===== config.mk =====
export PLATFORM = sky130hd
export DESIGN_NAME = vote_monitor_flat
export DESIGN_NICKNAME = d
export VERILOG_FILES = /design/src/rtl/vote_monitor_pkg.sv /design/src/rtl/vote_monitor_if.sv /design/src/rtl/vote_monitor_majority3.sv /design/src/rtl/vote_monitor.sv /design/src/flat_wrapper.sv
export SDC_FILE = /design/constraint.sdc
export NUM_CORES = 1
export LEC_CHECK = 0
export CAP_MARGIN = 5
export CORE_UTILIZATION = 50
export DETAILED_ROUTE_END_ITERATION = 8
export PLACE_DENSITY = 0.77
export SYNTH_ARGS = -nofsm -noshare
export SYNTH_HDL_FRONTEND = slang
export SYNTH_SLANG_ARGS = --single-unit

===== constraint.sdc =====
create_clock -name clk -period 3.38 [get_ports clk]
set_clock_uncertainty 0.2 [all_clocks]
set_input_delay 1.014 -clock clk [delete_from_list [all_inputs] [get_ports clk]]
set_output_delay 1.014 -clock clk [all_outputs]
set_load 0.1 [all_outputs]

===== src/rtl/vote_monitor_pkg.sv =====
// Shared types for the triple-lane vote monitor: FSM states, lane codes and
// the width of the consecutive-disagreement run counter.
package vote_monitor_pkg;

  localparam int RUN_W = 8;

  typedef enum logic [1:0] {
    ST_OK      = 2'd0,
    ST_SUSPECT = 2'd1,
    ST_FAULT   = 2'd2
  } vm_state_e;

  typedef enum logic [1:0] {
    LANE_NONE = 2'd0,
    LANE_A    = 2'd1,
    LANE_B    = 2'd2,
    LANE_C    = 2'd3
  } lane_e;

endpackage


===== src/rtl/vote_monitor_if.sv =====
// Lane inputs, clear request and all monitor outputs of the vote monitor.
// There is no handshake: every signal is sampled or updated on every clk edge.
interface vote_monitor_if #(parameter int CNT_W = 8);
  import vote_monitor_pkg::*;

  logic             din_a;
  logic             din_b;
  logic             din_c;
  logic             clr_err;
  logic             dout;
  logic             mismatch;
  lane_e            bad_lane;
  logic [CNT_W-1:0] err_count;
  logic             fault;
  vm_state_e        state_dbg;

  modport master (
    output din_a, din_b, din_c, clr_err,
    input  dout, mismatch, bad_lane, err_count, fault, state_dbg
  );

  modport slave (
    input  din_a, din_b, din_c, clr_err,
    output dout, mismatch, bad_lane, err_count, fault, state_dbg
  );
endinterface


===== src/rtl/vote_monitor_majority3.sv =====
// Combinational 2-of-3 voter; also names the single lane that disagrees
// with the majority (LANE_NONE when all three agree).
module majority3
  import vote_monitor_pkg::*;
(
  input  logic  a,
  input  logic  b,
  input  logic  c,
  output logic  maj,
  output lane_e minority
);

  assign maj = (a & b) | (a & c) | (b & c);

  always_comb begin
    minority = LANE_NONE;
    if (!((a == b) && (b == c))) begin
      if (a != maj)      minority = LANE_A;
      else if (b != maj) minority = LANE_B;
      else               minority = LANE_C;
    end
  end

endmodule


===== src/rtl/vote_monitor.sv =====
// Triple-lane vote monitor: registered majority output plus disagreement
// tracking (event counter, last bad lane, OK/SUSPECT/FAULT health FSM).
module vote_monitor
  import vote_monitor_pkg::*;
#(
  parameter int CNT_W        = 8,
  parameter int FAULT_THRESH = 4
) (
  input logic           clk,
  input logic           rst,
  vote_monitor_if.slave bus
);

  localparam logic [CNT_W-1:0] CNT_MAX = '1;
  localparam logic [RUN_W-1:0] THRESH  = RUN_W'(FAULT_THRESH);

  logic             maj;
  lane_e            minority;
  logic             disagree;

  vm_state_e        state_q, state_d;
  logic [RUN_W-1:0] run_q, run_d, run_inc;
  logic [CNT_W-1:0] cnt_q, cnt_d;
  lane_e            lane_q, lane_d;
  logic             dout_q;
  logic             mismatch_q;

  majority3 u_vote (
    .a        (bus.din_a),
    .b        (bus.din_b),
    .c        (bus.din_c),
    .maj      (maj),
    .minority (minority)
  );

  assign disagree = (minority != LANE_NONE);
  assign run_inc  = run_q + RUN_W'(1);

  always_comb begin
    state_d = state_q;
    run_d   = run_q;
    cnt_d   = cnt_q;
    lane_d  = lane_q;
    if (bus.clr_err) begin
      // Clear wins over a coincident disagreement, which is dropped entirely.
      state_d = ST_OK;
      run_d   = '0;
      cnt_d   = '0;
      lane_d  = LANE_NONE;
    end else begin
      if (disagree) begin
        lane_d = minority;
        if (cnt_q != CNT_MAX) cnt_d = cnt_q + CNT_W'(1);
      end
      case (state_q)
        ST_OK: begin
          if (disagree) begin
            state_d = ST_SUSPECT;
            run_d   = RUN_W'(1);
          end else begin
            run_d   = '0;
          end
        end
        ST_SUSPECT: begin
          if (disagree) begin
            run_d = run_inc;
            if (run_inc == THRESH) state_d = ST_FAULT;
          end else begin
            state_d = ST_OK;
            run_d   = '0;
          end
        end
        ST_FAULT: begin
          state_d = ST_FAULT;
        end
        default: begin
          state_d = ST_OK;
          run_d   = '0;
        end
      endcase
    end
  end

  always_ff @(posedge clk) begin
    if (rst) begin
      state_q    <= ST_OK;
      run_q      <= '0;
      cnt_q      <= '0;
      lane_q     <= LANE_NONE;
      dout_q     <= 1'b0;
      mismatch_q <= 1'b0;
    end else begin
      state_q    <= state_d;
      run_q      <= run_d;
      cnt_q      <= cnt_d;
      lane_q     <= lane_d;
      dout_q     <= maj;
      mismatch_q <= disagree;
    end
  end

  assign bus.dout      = dout_q;
  assign bus.mismatch  = mismatch_q;
  assign bus.bad_lane  = lane_q;
  assign bus.err_count = cnt_q;
  assign bus.fault     = (state_q == ST_FAULT);
  assign bus.state_dbg = state_q;

endmodule


===== src/flat_wrapper.sv =====
// flat-port wrapper written by rule: the top's interface ports become plain ports
module vote_monitor_flat import vote_monitor_pkg::*;
#(
  parameter int CNT_W        = 8,
  parameter int FAULT_THRESH = 4
)
  (clk, rst, bus_din_a, bus_din_b, bus_din_c, bus_clr_err, bus_dout, bus_mismatch, bus_bad_lane, bus_err_count, bus_fault, bus_state_dbg);
  vote_monitor_if #(.CNT_W(CNT_W)) bus_i ();
  input logic clk;
  input logic rst;
  input wire logic [$bits(bus_i.din_a)-1:0] bus_din_a;
  input wire logic [$bits(bus_i.din_b)-1:0] bus_din_b;
  input wire logic [$bits(bus_i.din_c)-1:0] bus_din_c;
  input wire logic [$bits(bus_i.clr_err)-1:0] bus_clr_err;
  output wire logic [$bits(bus_i.dout)-1:0] bus_dout;
  output wire logic [$bits(bus_i.mismatch)-1:0] bus_mismatch;
  output wire logic [$bits(bus_i.bad_lane)-1:0] bus_bad_lane;
  output wire logic [$bits(bus_i.err_count)-1:0] bus_err_count;
  output wire logic [$bits(bus_i.fault)-1:0] bus_fault;
  output wire logic [$bits(bus_i.state_dbg)-1:0] bus_state_dbg;
  assign bus_i.din_a = bus_din_a;
  assign bus_i.din_b = bus_din_b;
  assign bus_i.din_c = bus_din_c;
  assign bus_i.clr_err = bus_clr_err;
  assign bus_dout = bus_i.dout;
  assign bus_mismatch = bus_i.mismatch;
  assign bus_bad_lane = bus_i.bad_lane;
  assign bus_err_count = bus_i.err_count;
  assign bus_fault = bus_i.fault;
  assign bus_state_dbg = bus_i.state_dbg;
  vote_monitor #(.CNT_W(CNT_W), .FAULT_THRESH(FAULT_THRESH)) u_core (.clk(clk), .rst(rst), .bus(bus_i));
endmodule

After elaboration in Yosys (flattened, before gate mapping)
Cells that the tools add are included.
{ "word_totals": {"reg_bits": 22, "output_inout_bits": 15} }
{ "op_classes": {"muxes": 10, "reduce_logical": 6, "add_sub_neg": 2, "bitwise": 5, "eq_ne": 10} }
{ "ops": {"columns": ["operator", "n"], "rows": [
  ["case mux 8 bit (3 select lines)", 1],
  ["adder 8 x 1 -> 8 bit (second input constant)", 2],
  ["two-way mux 2 bit", 5],
  ["equality test 8 x 3 -> 1 bit (second input constant)", 1],
  ["two-way mux 8 bit", 1],
  ["!= test 8 bit (second input constant)", 1],
  ["case mux 2 bit (3 select lines)", 1],
  ["AND reduction 2 bit", 2],
  ["bitwise AND 1 bit", 3],
  ["!= test 3 bit (second input constant)", 1],
  ["equality test 1 bit", 2],
  ["equality test 2 x 1 -> 1 bit (second input constant)", 1],
  ["equality test 2 bit (second input constant)", 1],
  ["zero test 2 bit", 1],
  ["two-way mux 1 bit", 2],
  ["!= test 1 bit", 2],
  ["!= test 2 x 1 -> 1 bit (second input constant)", 1],
  ["bitwise OR 1 bit", 2],
  ["nonzero test 2 bit", 1],
  ["OR reduction 2 bit", 1],
  ["logical AND 1 bit", 1]
]} }

Logic depth before layout (Yosys ltp)
Gate-level depths: netlist of run 1.
{ "logic_depth": {"depth_word": 10, "ltp_mapped": 6, "ltp_nobuf": 5} }

Cells and area by module
Synthesis of run 1 repeated with hierarchy kept, for this count alone.
{ "hier_totals": {"hier_cells": 124, "area_unflattened_um2": 1078.5} }
{ "by_module_without_submodules": {"columns": ["mod", "seq_area_each_um2", "instances", "cells_per_inst", "area_per_inst_um2"], "rows": [
  ["vote_monitor", 440.4, 1, 113, 989.7],
  ["majority3", 0.0, 1, 11, 88.8]
]} }

Least setup slack after synthesis of run 1
OpenSTA, ideal clock, no wires.
{ "synth_timing": {"path_kind": "register to output", "from": "register u_core.state_q[1], in the netlist u_core.bus.state_dbg[1]", "to": "output bus_fault", "path_buffers": 0, "t_arrival_ns": 2.007, "stages_incl_launch_ff": 3, "t_required_ns": 2.166, "path_slack_ns": 0.159, "path_cell_list": "dfxtp_1 > nand2b_1 > inv_1"} }
{ "synth_via": {"elab_chain_cells": 1} }
{ "synth_lines": {"columns": ["element", "line", "text"], "rows": [
  ["start, declared", "vote_monitor.sv:21", "vm_state_e state_q, state_d;"],
  ["start signal, assigned", "vote_monitor.sv:93", "state_q <= state_d;"],
  ["equality test 2 bit", "vote_monitor.sv:106", "assign bus.fault = (state_q == ST_FAULT);"],
  ["end, declared", "flat_wrapper.sv:19", "output wire logic [$bits(bus_i.fault)-1:0] bus_fault;"]
]} }
Every way passes these cells.

Worst setup path in the final report of run 1
{ "layout_timing": {"from": "input bus_din_a", "to": "register u_core.cnt_q[5], in the netlist u_core.bus.err_count[5]"} }
{ "layout_via": {"elab_chain_cells": 9, "word_cells_on_any_way": 13, "classes_between": "eq/ne: 3; mux: 3; bitwise: 4; reduce/logical: 3"} }
{ "layout_lines": {"columns": ["element", "line", "text"], "rows": [
  ["start, declared", "flat_wrapper.sv:11", "input wire logic [$bits(bus_i.din_a)-1:0] bus_din_a;"],
  ["bitwise AND 1 bit", "vote_monitor_majority3.sv:13", "assign maj = (a & b) | (a & c) | (b & c);"],
  ["bitwise OR 1 bit (2 in a row)", "vote_monitor_majority3.sv:13", null],
  ["!= test 1 bit", "vote_monitor_majority3.sv:19", "else if (b != maj) minority = LANE_B;"],
  ["two-way mux 1 bit", "vote_monitor_majority3.sv:19", null],
  ["two-way mux 2 bit", "vote_monitor_majority3.sv:18", "if (a != maj) minority = LANE_A;"],
  ["two-way mux 2 bit *", "vote_monitor_majority3.sv:17", "if (!((a == b) && (b == c))) begin"],
  ["nonzero test 2 bit *", "vote_monitor.sv:36", "assign disagree = (minority != LANE_NONE);"],
  ["AND reduction 2 bit (no line) *", null, null],
  ["end signal, assigned", "vote_monitor.sv:95", "cnt_q <= cnt_d;"],
  ["end, declared", "vote_monitor.sv:23", "logic [CNT_W-1:0] cnt_q, cnt_d;"]
]} }
Every way passes the cells marked *; elsewhere a longest branch is shown, timed or not.
A chain may end at the register's enable or synchronous reset.

==> results of run 1 <==
-- worst min-delay path, stage by stage (launching register included) --
cell and delay (ns):
dfxtp_1 0.33, nand2_1 0.05, a21oi_1 0.05
-- layer usage --
metal | part of all wire, % | GRT usage (%) | up-vias
li1 | - | - | 511
met1 | 50 | 26.5 | 471
met2 | 45 | 34.5 | 16
met3 | 2.8 | 2.80 | 4
met4 | 2.1 | 10.3 | 0
met5 | 0 | 0 | -
-- path summary, 6_finish.rpt --
path                      startpoint                      end  cells after the start  slack (ns)
max                        bus_din_a  u_core.bus.err_count[5]                      6        0.51
max reg2reg  u_core.bus.err_count[0]  u_core.bus.err_count[5]                      4        1.52
min           u_core.bus.bad_lane[0]   u_core.bus.bad_lane[0]                      2        0.26
min reg2reg   u_core.bus.bad_lane[0]   u_core.bus.bad_lane[0]                      2        0.26
-- stage by stage --
stage / total power, W / hold WS (ns) / setup slack (ns) / instances
3_5_place_dp: 0.000376 / 0.251 / 0.180 / 170
6_report: 0.000490 / 0.263 / 0.512 / 173
2_1_floorplan: 0.000355 / 0.304 / 0.159 / 128
3_3_place_gp: 0.000375 / 0.239 / 0.221 / 170
5_1_grt: 0.000506 / 0.306 / 0.387 / 173
4_1_cts: 0.000494 / 0.268 / 0.503 / 173
-- synth_stat cells --
| cell type | number | area [um2] |
|---|---|---|
| nand2_1 | 9 | 33.8 |
| nand2b_1 | 1 | 6.26 |
| o211a_1 | 1 | 10.0 |
| nor3_1 | 3 | 15.0 |
| mux2i_1 | 2 | 20.0 |
| a21oi_1 | 8 | 40.0 |
| and4_4 | 1 | 11.3 |
| o21ai_0 | 8 | 40.0 |
| nand3_1 | 5 | 25.0 |
| or2_2 | 3 | 18.8 |
| a31o_2 | 2 | 17.5 |
| buf_6 | 1 | 11.3 |
| xnor2_1 | 3 | 26.3 |
| nor4b_1 | 3 | 26.3 |
| o211ai_1 | 1 | 7.51 |
| a211oi_1 | 2 | 15.0 |
| or4_1 | 1 | 7.51 |
| o22ai_1 | 1 | 6.26 |
| and3_1 | 4 | 25.0 |
| xor2_1 | 4 | 35.0 |
| nand4_1 | 2 | 12.5 |
| nor3b_1 | 2 | 15.0 |
| a41o_1 | 1 | 10.0 |
| a311oi_1 | 2 | 17.5 |
| o21a_1 | 1 | 7.51 |
| clkbuf_1 | 4 | 15.0 |
| or3_1 | 2 | 12.5 |
| a41oi_1 | 1 | 8.76 |
| a31oi_1 | 3 | 18.8 |
| dfxtp_1 | 22 | 440 |
| inv_1 | 1 | 3.75 |
| o31ai_1 | 1 | 7.51 |
| nor4_1 | 1 | 6.26 |
| nor2_1 | 15 | 56.3 |
| or3_2 | 2 | 15.0 |
| ha_1 | 5 | 62.6 |
-- sequential cells by signal, indices dropped and copies added (netlist names) --
signal / cells
u_core.run_q: 8
u_core.bus.err_count: 8
u_core.bus.mismatch: 1
u_core.bus.bad_lane: 2
u_core.bus.state_dbg: 2
u_core.bus.dout: 1
-- cell type report --
class	count	area [um2]
tap	27	33.8
clock buffer	3	22.5
timing repair buffer	20	163
fill	191	722
inverter	1	3.75
sequential	22	440
multi-input combinational	100	637
-- kinds of logic after synthesis --
family	after synthesis	share of synthesized area [%]
adder cells (fa/ha/maj)	5	5.65
XOR/XNOR	7	5.54
AO/OA/AOI/OAI	32	18.6
AND/OR/NAND/NOR	54	25.9
multiplexers	2	1.81
buffers and inverters	6	2.71
flip-flops	22	39.8
-- where the power goes --
group          total (W)  internal (W)  switching, W  leakage [nW]
clock           0.000119     0.0000416     0.0000778        0.0138
sequential      0.000272      0.000266    0.00000576         0.179
combinational  0.0000983     0.0000279     0.0000704         0.341
==> results.txt, run 1 <==
----------------------------------------------------
[Run status]
  Result of the run ... complete, no violations

[Placement]
  DP Area ... 1280 um2
  HPWL reported at the end of detailed placement ... 1.64 mm
  Placer Congestion ... 0.750
  Number of buffers inserted by port buffering ... 20

[Route]
  Final WL ... 2.24 mm
  Routed via count ... 1002
  Average wire per cell in the routed design ... 12.9 um
  Detailed Route Iter0 Violations ... 17
  Remaining routing DRC violations ... 0
  Drt first pass iters ... 4
  Final antenna-violating net count ... 0
  Average vias per placed instance ... 5.79

[Clocking]
  Number of cells upsized or downsized after cts ... 0
  Bufs on Longest Clock Path ... 2
  Clock latency on the worst-skew pair ... 0.30 ns
  Post-cts hold buffer count ... 0
  CTS tree ... yes
  Buffers inserted during post-CTS setup optimization ... 0
  Clock Pin Slew Worst Setup and Hold Paths ... 0.12 ns
  H-tree Lvls ... 1
  Clock sink total ... 22
  Cell at the root of the clock tree ... clkbuf_4
  Number of buffers created by CTS ... 3

[Die]
  Floorplan die height ... 49.1 um
  Number of core rows ... 16
  Starting utilization of the core area ... 54.8%
  Ports placed on the boundary ... 21
  Standard cell core area ... 2020 um2
  Horiz. Die Dim ... 49.1 um
  Full die area ... 2410 um2

[Layout]
  Layout overhead on the synthesized area ... 17.4%
  Nets ... 159
  Most frequent standard cell in the layout excluding fill and tap cells ... dfxtp_1
  Utilization after layout ... 64.3%
  Most frequent cells in the layout ... dfxtp_1 (22), nor2_1 (15), buf_4 (15)
  Cell area after layout ... 1300 um2
  Ant. Diodes ... 0
  Fraction of layout instances using a drive strength above 1 ... 17.8%

[Timing]
  Max-slew violation count ... 0
  Worst slew pin tran ... 0.437 ns
  Setup repair after global routing missed its margin ... false
  Sum of negative setup slack ... 0 ns
  Final period demand of the worst path ... 2.87 ns
  Final hold violations ... 0
  Maximum clock frequency ... 349 MHz
  Worst-case headroom to the max-slew limit ... 70.6%
  Tcrit/Tclk final ... 84.9%
  Final Setup Violations ... 0

[Worst setup path]
  CP startpoint kind ... primary input
  Critical path, cell by cell ... clkdlybuf4s50_1 -> ha_1 -> nor2_1 -> a41o_1 -> or4_1 -> a21oi_1
  Dominant delay contributor by cell family on the critical path ... simple AND/OR/NAND/NOR gates
  Kind of critical path ... primary input to register
  Crit end category ... register
  Critical path peak fanout ... 8
  Buffer and inverter count on the worst path ... 1
  Arrival time reported for the critical path endpoint ... 2.91 ns
  Worst EP required ... 3.42 ns
  Peak per-stage delay on the critical path ... 0.49 ns
  Slowest library cell on the worst path ... clkdlybuf4s50_1

[Yosys]
  Number of cells produced by synthesis ... 128
  Mean area per synthesized cell ... 8.65 um2
  Number of library cell types mapped by synthesis ... 36
  Warning count from the yosys run ... 0
  Combined area of all synthesized cells ... 1110 um2
  Register bit total from synthesis ... 22
  Total nets after synthesis ... 139
  Proportion of synthesized chip area in sequential cells ... 39.8%

[Min path]
  Classification of the worst-slack hold path ... register to register

[GRT]
  Wire length of the first global-routing pass ... 3.93 mm
  Global-route usage over all layers ... 20.9%
  Number of antenna violations at the first check in global routing ... 0
  Leftover overflow at the end of global routing ... 0
  Pin count of the biggest net entering global routing ... 19
  Via count of the first global-routing pass ... 908

[Pwr]
  VDD IR-drop max ... 0.260 mV
  Static leakage power ... 0.533 nW
  Cell area power density ... 377 nW/um2

[Run]
  Max-cap violations ... 0

----------------------------------------------------
Note: power is estimated with default switching activity, not from simulation.
==> run 2, diff against run 1 <==
--- a/config.mk
+++ b/config.mk
@@ -6,9 +6,9 @@
 export NUM_CORES = 1
 export LEC_CHECK = 0
 export CAP_MARGIN = 5
-export CORE_UTILIZATION = 50
+export CORE_UTILIZATION = 45
 export DETAILED_ROUTE_END_ITERATION = 8
-export PLACE_DENSITY = 0.77
+export PLACE_DENSITY = 0.73
 export SYNTH_ARGS = -nofsm -noshare
 export SYNTH_HDL_FRONTEND = slang
 export SYNTH_SLANG_ARGS = --single-unit
==> constraint.sdc (replaced) <==
create_clock -name clk -period 2.5 [get_ports clk]
set_clock_uncertainty 0.2 [all_clocks]
set_input_delay 0.75 -clock clk [delete_from_list [all_inputs] [get_ports clk]]
set_output_delay 0.75 -clock clk [all_outputs]
set_load 0.1 [all_outputs]
==> run 2 against run 1 <==
Compared with the run above: global-route usage shrank 0.25 points; wire length rose by 12%; sequential share of layout area down 5.3 points; cell count is 8.1% higher; flip-flop and latch count stayed put; critical path type unchanged; sequential power increased by 36%.
==> results.txt, run 2 (same netlist as run 1, synthesis figures left out) <==
----------------------------------------------------
[Layout]
  Nets ... 172 (+8.2%)
  Ant. Diodes ... 0 (unchanged)
  Fillers ... 187 (-2.1%)
  Cell area after layout ... 1550 um2 (+19%)
  Most frequent standard cell in the layout excluding fill and tap cells ... dfxtp_1
  Most frequent cells in the layout ... dfxtp_1 (20), buf_4 (19), nor2_1 (15)
  Fraction of layout instances using a drive strength above 1 ... 27.7% (+9.9 points)
  Layout overhead on the synthesized area ... 39.8%

[Timing]
  Worst slew pin tran ... 0.401 ns (-0.0362 ns)
  Maximum clock frequency ... 413 MHz
  Worst-case headroom to the max-slew limit ... 72.9% (+2.3 points)
  Final period demand of the worst path ... 2.42 ns
  Post-Route Hold Slack ... 0.286 ns (+0.0228 ns)
  Tcrit/Tclk final ... 96.9%
  Final Setup Violations ... 0 (unchanged)
  Max-slew violation count ... 0 (unchanged)
  Final hold violations ... 0 (unchanged)

[Clocking]
  Clock latency on the worst-skew pair ... 0.31 ns (about the same)
  Clock Pin Slew Worst Setup and Hold Paths ... 0.12 ns (about the same)
  CTS tree ... yes
  Buffers inserted during post-CTS setup optimization ... 0 (unchanged)
  Number of buffers created by CTS ... 3 (unchanged)
  Bufs on Longest Clock Path ... 2 (unchanged)
  Post-cts hold buffer count ... 0 (unchanged)
  Cell at the root of the clock tree ... clkbuf_4
  Clock sink total ... 22 (unchanged)
  H-tree Lvls ... 1 (unchanged)

[Pwr]
  Fraction of power spent switching nets ... 31.1% (-0.39 points)
  Static leakage power ... 0.629 nW (+18%)
  Part of the power in the clock network ... 23.0% (-1.4 points)
  Seq pwr share ... 53.0% (-2.5 points)
  VDD IR-drop max ... 0.374 mV (+44%)
  Sw Pwr ... 0.000217 W (+41%)
  Internal Dissipation ... 0.000481 W (+43%)
  Combinational share of power ... 24.0% (+3.9 points)
  Cell area power density ... 450 nW/um2 (+20%)

[Die]
  Standard cell core area ... 2280 um2 (+13%)
  Starting utilization of the core area ... 48.7% (-6.1 points)
  Number of core rows ... 17 (+1)
  Floorplan die height ... 51.6 um (+5.2%)
  Horiz. Die Dim ... 51.6 um (+5.2%)
  Ports placed on the boundary ... 21 (unchanged)
  Full die area ... 2660 um2 (+11%)

[GRT]
  Pin count of the biggest net entering global routing ... 12 (-7)
  Number of antenna violations at the first check in global routing ... 0 (unchanged)
  Wire length of the first global-routing pass ... 4.12 mm (+4.7%)
  Global-route usage over all layers ... 20.6% (-0.25 points)
  Via count of the first global-routing pass ... 928 (+2.2%)
  Leftover overflow at the end of global routing ... 0 (unchanged)

[Placement]
  HPWL reported at the end of detailed placement ... 1.90 mm (+16%)
  Number of buffers inserted by port buffering ... 20 (unchanged)
  DP Area ... 1500 um2 (+17%)
  Placer Congestion ... 0.838 (+12%)

[Worst setup path]
  Critical path, cell by cell ... clkdlybuf4s50_1 -> ha_4 -> nor2_1 -> a41o_1 -> or3_2 -> a21oi_1
  Crit end category ... register
  Peak per-stage delay on the critical path ... 0.47 ns (-0.02 ns)
  Arrival time reported for the critical path endpoint ... 2.46 ns (-0.45 ns)
  Worst EP required ... 2.54 ns (-0.88 ns)
  Critical path peak fanout ... 6 (-2)
  Kind of critical path ... primary input to register
  Slowest library cell on the worst path ... or3_2
  CP startpoint kind ... primary input

[Route]
  Final WL ... 2.52 mm (+12%)
  Remaining routing DRC violations ... 0 (unchanged)
  Average vias per placed instance ... 5.55 (-4.2%)
  Final antenna-violating net count ... 0 (unchanged)
  Drt first pass iters ... 4 (unchanged)
  Average wire per cell in the routed design ... 13.4 um (+4.0%)
  Routed via count ... 1038 (+3.6%)
  Detailed Route Iter0 Violations ... 20 (+3)

[Run status]
  Result of the run ... complete, no violations

[Min path]
  Classification of the worst-slack hold path ... register to register

[Run]
  Max-cap violations ... 0 (unchanged)

----------------------------------------------------
## run 2: through the flow
stage,setup TNS [ns],cells,worst slack [ns],util [%],total power [W]
3_3_place_gp,-1.63,184,-0.227,65.7,0.000536
3_5_place_dp,-2.37,184,-0.285,65.7,0.000540
5_1_grt,-0.0000564,187,-0.0000564,68.0,0.000729
6_report,0,187,0.0780,68.0,0.000697
2_1_floorplan,0,128,0.105,-,0.000480
4_1_cts,0,187,0.0260,66.7,0.000699
## run 2: power by group through the flow
stage	Combinational [W]	Sequential [W]	Clock, W
2_1_floorplan	0.0000463	0.000433	0
3_3_place_gp	0.000159	0.000376	0
3_5_place_dp	0.000162	0.000377	0
4_1_cts	0.000163	0.000369	0.000167
5_1_grt	0.000178	0.000371	0.000180
6_report	0.000167	0.000369	0.000161
## run 2: worst max-delay path, delay by kind of cell
| kind | cells | cell delay (ns) |
|---|---|---|
| fa+ha+maj | 1 | 0.30 |
| simple gates | 2 | 0.52 |
| compound gates | 2 | 0.42 |
| buf+inv | 1 | 0.46 |
## run 2: path summary, 6_finish.rpt
path,slack [ns],startpoint,endpoint,cells past startpoint
worst min register to register,0.29,u_core.bus.bad_lane[0],u_core.bus.bad_lane[0],2
worst max-delay path,0.08,bus_din_a,u_core.bus.err_count[7],6
worst max register to register,0.62,u_core.bus.err_count[0],u_core.bus.err_count[7],4
worst min-delay path,0.29,u_core.bus.bad_lane[0],u_core.bus.bad_lane[0],2
## run 2: what timing repair did
action	4_1_cts	5_1_grt
setup endpoints to repair	0	4
hold endpoints to repair	0	0
resized for setup	0	4
## run 2: layer usage
metal  track usage [%]  wire length [um]
met1              26.4              1230
met2              34.8              1210
met3              3.51                46
met4              6.76                28
met5                 0                 0
## run 2: layout make-up
cell class              instances  area [um2]  share of cell area, %
repair buffers                 33         378                   24.4
flip-flops and latches         22         443                   28.6
clock buffers                   3        22.5                   1.46
well taps                      28        35.0                   2.26
multi-input cells             100         662                   42.8
inverters                       1        7.51                  0.485
